===== src/rtl/dmem_arbiter.sv =====
// Shares the single-port data memory between the pipeline memory stage (P) and the loader (L).
// Define DMEM_ARB_PERF_EN to build the stall / L-grant performance counters.
module dmem_arbiter #(
    parameter int DATA_MEM_WIDTH = 3,
    parameter int MEM_LATENCY    = 1,
    parameter int STARVE_LIMIT   = 4
) (
    input  logic                      CLK,
    input  logic                      reset,
    input  logic                      p_req,
    input  logic                      p_we,
    input  logic [31:0]               p_addr,
    input  logic [31:0]               p_wdata,
    output logic                      p_ack,
    output logic [31:0]               p_rdata,
    input  logic                      l_req,
    input  logic                      l_we,
    input  logic [31:0]               l_addr,
    input  logic [31:0]               l_wdata,
    output logic                      l_ack,
    output logic [31:0]               l_rdata,
    output logic                      err,
    output logic                      stall,
    output logic [DATA_MEM_WIDTH-1:0] mem_addr,
    output logic [31:0]               mem_wdata,
    output logic                      mem_we,
    output logic                      mem_re,
    input  logic [31:0]               mem_rdata,
    output logic [31:0]               perf_stall_cnt,
    output logic [31:0]               perf_lgrant_cnt
);

    localparam logic [1:0] IDLE  = 2'd0;
    localparam logic [1:0] ISSUE = 2'd1;
    localparam logic [1:0] WAIT  = 2'd2;
    localparam logic [1:0] DONE  = 2'd3;

    localparam logic [3:0] LAT_INIT  = 4'(MEM_LATENCY);
    localparam logic [3:0] STARVE_MX = 4'(STARVE_LIMIT);

    logic [1:0]  state;
    logic        grant_l;
    logic        we_q;
    logic        illegal_q;
    logic [3:0]  cnt;
    logic [3:0]  starve_cnt;

    logic        both_req;
    logic        pick_l;
    logic        sel_we;
    logic [31:0] sel_addr;
    logic        sel_illegal;

    // Misaligned, or any bit set above the word-index field of a memory byte address.
    function automatic logic addr_illegal(input logic [31:0] a);
        return (a[1:0] != 2'b00) || ((a >> (DATA_MEM_WIDTH + 2)) != 32'd0);
    endfunction

    // L wins when alone, or when P has already won STARVE_LIMIT contested rounds in a row.
    always_comb begin
        both_req    = p_req & l_req;
        pick_l      = l_req & (~p_req | (starve_cnt == STARVE_MX));
        sel_we      = pick_l ? l_we : p_we;
        sel_addr    = pick_l ? l_addr : p_addr;
        sel_illegal = addr_illegal(sel_addr);
    end

    assign stall = p_req & ~p_ack;

    always_ff @(posedge CLK or posedge reset) begin
        if (reset) begin
            state      <= IDLE;
            grant_l    <= 1'b0;
            we_q       <= 1'b0;
            illegal_q  <= 1'b0;
            cnt        <= '0;
            starve_cnt <= '0;
            mem_addr   <= '0;
            mem_wdata  <= '0;
            mem_re     <= 1'b0;
            mem_we     <= 1'b0;
            p_ack      <= 1'b0;
            l_ack      <= 1'b0;
            err        <= 1'b0;
            p_rdata    <= '0;
            l_rdata    <= '0;
        end else begin
            mem_re <= 1'b0;
            mem_we <= 1'b0;
            p_ack  <= 1'b0;
            l_ack  <= 1'b0;
            err    <= 1'b0;
            case (state)
                IDLE: begin
                    if (p_req | l_req) begin
                        grant_l   <= pick_l;
                        we_q      <= sel_we;
                        illegal_q <= sel_illegal;
                        mem_addr  <= sel_addr[DATA_MEM_WIDTH+1:2];
                        mem_wdata <= pick_l ? l_wdata : p_wdata;
                        // Strobe is registered here so it is visible during ISSUE.
                        mem_re    <= ~sel_illegal & ~sel_we;
                        mem_we    <= ~sel_illegal & sel_we;
                        if (both_req)
                            starve_cnt <= pick_l ? 4'd0 : starve_cnt + 4'd1;
                        else if (l_req)
                            starve_cnt <= 4'd0;
                        state <= ISSUE;
                    end
                end
                ISSUE: begin
                    if (~illegal_q & ~we_q) begin
                        cnt   <= LAT_INIT;
                        state <= WAIT;
                    end else begin
                        p_ack <= ~grant_l;
                        l_ack <= grant_l;
                        err   <= illegal_q;
                        if (illegal_q & ~we_q) begin
                            if (grant_l) l_rdata <= '0;
                            else         p_rdata <= '0;
                        end
                        state <= DONE;
                    end
                end
                WAIT: begin
                    if (cnt == 4'd1) begin
                        if (grant_l) l_rdata <= mem_rdata;
                        else         p_rdata <= mem_rdata;
                        p_ack <= ~grant_l;
                        l_ack <= grant_l;
                        state <= DONE;
                    end else begin
                        cnt <= cnt - 4'd1;
                    end
                end
                default: state <= IDLE;
            endcase
        end
    end

`ifdef DMEM_ARB_PERF_EN
    always_ff @(posedge CLK or posedge reset) begin
        if (reset) begin
            perf_stall_cnt  <= '0;
            perf_lgrant_cnt <= '0;
        end else begin
            if (stall)
                perf_stall_cnt <= perf_stall_cnt + 32'd1;
            if ((state == IDLE) && pick_l)
                perf_lgrant_cnt <= perf_lgrant_cnt + 32'd1;
        end
    end
`else
    assign perf_stall_cnt  = '0;
    assign perf_lgrant_cnt = '0;
`endif

endmodule

===== config.mk =====
export PLATFORM = sky130hd
export DESIGN_NAME = dmem_arbiter
export DESIGN_NICKNAME = d
export VERILOG_FILES = /design/src/rtl/dmem_arbiter.sv
export SDC_FILE = /design/constraint.sdc
export NUM_CORES = 1
export LEC_CHECK = 0
export ABC_CLOCK_PERIOD_IN_PS = 5100
export BUFFER_PORTS_ARGS = -buffer_cell sky130_fd_sc_hd__buf_2
export CAP_MARGIN = 40
export CORE_AREA = 4 4 129 131
export DETAILED_ROUTE_END_ITERATION = 6
export DIE_AREA = 0 0 133 135
export GPL_TIMING_DRIVEN = 0
export PLACE_DENSITY = 0.7
export RECOVER_POWER = 25
export SLEW_MARGIN = 20
export SYNTH_ARGS = -nofsm -noshare
export SYNTH_HDL_FRONTEND = slang
export SYNTH_SLANG_ARGS = --single-unit

===== constraint.sdc =====
create_clock -name CLK -period 5.1 [get_ports CLK]
set_clock_uncertainty 0.1 [all_clocks]
set_input_delay 0.51 -clock CLK [delete_from_list [all_inputs] [get_ports CLK]]
set_output_delay 0.51 -clock CLK [all_outputs]
set_load 0.01 [all_outputs]

==> flow_summary_export.csv <==
group,metric,value,unit
hold_path,whs_endpoint,"p_rdata[8]$_DFFE_PP0P_",
cells_and_area,multi_input_area,2220,µm²
clock_network,holdBufCountCts,0,
logic_synthesis,synth_seq_cells,117,
cells_and_area,drive_gt1_share,41.1,%
logic_synthesis,yosysWarnings,0,
floorplanning,ios,335,
logic_synthesis,synth_top_flop_cell,"dfrtp_1",
worst_setup_path,worstPathRequired,5.27,ns
route,routed_wl,18.4,mm
logic_synthesis,synth_common_cells,"nand2_1 (142), dfrtp_1 (117), o21ai_1 (102)",
clock_network,worstSkewPairLatency,0.41,ns
clock_network,cts_tree,"yes",
worst_setup_path,rr_worst_depth,6,
clock_network,clkTransAtPathRegs,0.06,ns
cells_and_area,regArea,2930,µm²
floorplanning,core,15600,µm²
worst_setup_path,crit_path_max_fanout,10,
outcome,status,"finished with violations",
logic_synthesis,synth_edf_count,0,
logic_synthesis,synthArstFlopShare,100,%
worst_setup_path,r2r-start,"state[0]$_DFFE_PP0P_",
placement,dp.cells,1133,
logic_synthesis,yosysSeqAreaShare,52.3,%
cells_and_area,syn_to_final_growth,44.0,%
cells_and_area,nNetsFinal,1110,
logic_synthesis,yosysMostFrequentCell,"nand2_1",
placement,gp_congestion,0.824,
cells_and_area,nFillCells,1530,
global_routing,grtUsageTotal,19.8,%
run,cap_violations,1,
global_routing,grt_max_degree,74,
sta,worst_pin_slew,2.13,ns
clock_network,cts_setup_buffers,0,
global_routing,antenna_found_initial,4,
placement,hpwl,14.6,mm
route,drt-initial-drc-count,149,
clock_network,h-tree-depth,4,
logic_synthesis,syn_inst,585,
sta,maxSlewHeadroom,-42.6,%
hold_path,whs_path_depth,3,
power,power_density,545,nW/µm²
route,routedWlPerCell,15.7,µm
power,power_leakage,4.45,nW
sta,rsz0062_at_grt,"false",
logic_synthesis,avgSynthCellArea,9.56,µm²
clock_network,clock_path_buffers,2,
cells_and_area,fin_util,51.6,%
clock_network,cts_made_buffers,17,
route,drtAntennaViolNets,0,
worst_setup_path,crit_type,"flip-flop to flip-flop",
logic_synthesis,synth_area_leaders,"dfrtp_1 (52%), nand2_1 (9.5%), o21ai_1 (9.1%)",
floorplanning,fp.dieW,133,µm
power,irDropWorstVdd,0.000291,V
floorplanning,die_area,18000,µm²
worst_setup_path,critPathCaptureType,"flip-flop",
clock_network,root_buffer,"clkbuf_16",
sta,hold_ws,0.265,ns
sta,fmax,459,MHz
hold_path,hold_class,"primary input to flip-flop",
hold_path,min-delay-start,"mem_rdata[8]",
floorplanning,die_h,135,µm
route,via_count,5211,
sta,hold_viol,0,
worst_setup_path,startpoint_type,"flip-flop",
sta,drv_slew,45,
logic_synthesis,synth_area,5590,µm²
sta,min_period,2.18,ns
logic_synthesis,synth.top_cell.area_share,52.3,%
global_routing,overflow,0,
global_routing,grt_pass1_wl,27.9,mm
worst_setup_path,arrival,2.35,ns
global_routing,first_global_vias,5148,
worst_setup_path,reg2reg_to,"p_rdata[6]$_DFFE_PP0P_",
clock_network,cts_resized,0,
sta,setup_viol,0,
sta,period_share,42.7,%
floorplanning,row_count,46,
route,drt_pass1_iterations,4,
route,vias_per_cell,4.47,
logic_synthesis,yosys.cell_types.count,37,
placement,io_buffers,268,
route,drc,0,
floorplanning,start_util,35.9,%
cells_and_area,final_cells,1167,
worst_setup_path,r2r_slack,2.92,ns
outcome,violations,"max-capacitance violations, max-slew violations",
logic_synthesis,synth_area_leader_cell,"dfrtp_1",
clock_network,cts.sinks,117,
-- sequential cells by signal, summed over array words and instances, names as in the netlist, 2 cells and up --
name	count
p_rdata	32
l_rdata	32
state	2
cnt	4
mem_wdata	32
starve_cnt	4
mem_addr	3
-- power by group --
| group | internal, mW | switching [mW] | total, mW |
|---|---|---|---|
| Clock | 0.701 | 0.449 | 1.15 |
| Combinational | 0.647 | 1.09 | 1.74 |
| Sequential | 1.29 | 0.208 | 1.50 |
| Total | 2.64 | 1.75 | 4.39 |
-- how the worst max path moves through the flow --
stage,start,end,slack [ns]
after floorplan,reset,cnt[0]$_DFFE_PP0P_,1.39
after global placement,reset,p_ack$_DFF_PP0_,-0.07
final,state[0]$_DFFE_PP0P_,p_rdata[6]$_DFFE_PP0P_,2.92
after CTS,cnt[0]$_DFFE_PP0P_,p_rdata[6]$_DFFE_PP0P_,2.88
after detailed placement,cnt[0]$_DFFE_PP0P_,l_rdata[4]$_DFFE_PP0P_,2.89
after global routing,state[1]$_DFFE_PP0P_,p_rdata[6]$_DFFE_PP0P_,2.73
-- per-stage QoR --
stage          TNS, ns  worst slack (ns)  power [mW]  instance area (µm²)
5_1_grt              0              2.73        4.71                 8050
2_1_floorplan        0              1.39        2.53                 5830
3_3_place_gp     -7.72           -0.0743        3.23                 7440
3_5_place_dp         0              2.89        3.27                 7470
6_report             0              2.92        4.39                 8050
4_1_cts              0              2.88        4.44                 8050
-- placed cells by master, fill, tap and decap left out, types with 3 or more instances in the layout --
| cell | instances |
|---|---|
| clkbuf_16 | 17 |
| o21a_1 | 4 |
| nor3_1 | 4 |
| nor4_1 | 12 |
| clkbuf_1 | 11 |
| o21ai_0 | 13 |
| mux2i_1 | 36 |
| dfrtp_1 | 117 |
| clkinvlp_4 | 6 |
| nand4_1 | 4 |
| ha_1 | 8 |
| nor2_1 | 9 |
| buf_2 | 282 |
| nand3_1 | 6 |
| buf_6 | 3 |
| nand2_1 | 142 |
| conb_1 | 64 |
| o21ai_1 | 102 |
| inv_1 | 9 |
| buf_4 | 65 |
| inv_6 | 4 |
-- critical path: stages (launching register included) --
cell	delay, ns
dfrtp_1	0.40
inv_1	0.11
ha_1	0.18
inv_1	0.13
o221ai_2	0.48
clkbuf_1	0.49
o21ai_1	0.16
-- logic make-up after synthesis --
group                    synth area share, %
adder cells (fa/ha/maj)                 1.79
buffers and inverters                   12.1
other                                 0.0670
flip-flops                              52.3
AND/OR/NAND/NOR                         14.8
multiplexers                            6.44
AO/OA/AOI/OAI                           12.4
-- layout make-up --
cell class	count	share of cell area, %
flip-flops and latches	117	36.4
clock buffers	19	5.63
well taps	216	3.36
inverters	10	0.482
repair buffers	269	17.0
plain buffers	95	7.96
multi-input cells	426	27.6
clock inverters	13	1.54
diodes	2	0.0622
-- layer usage --
metal	track usage, %	wire length, µm	vias to the layer above
li1	-	-	2559
met1	23.1	7070	2380
met2	33.7	9210	238
met3	7.56	1690	30
met4	6.70	348	4
met5	0	27	-
Note: power is estimated with default switching activity, not from simulation.
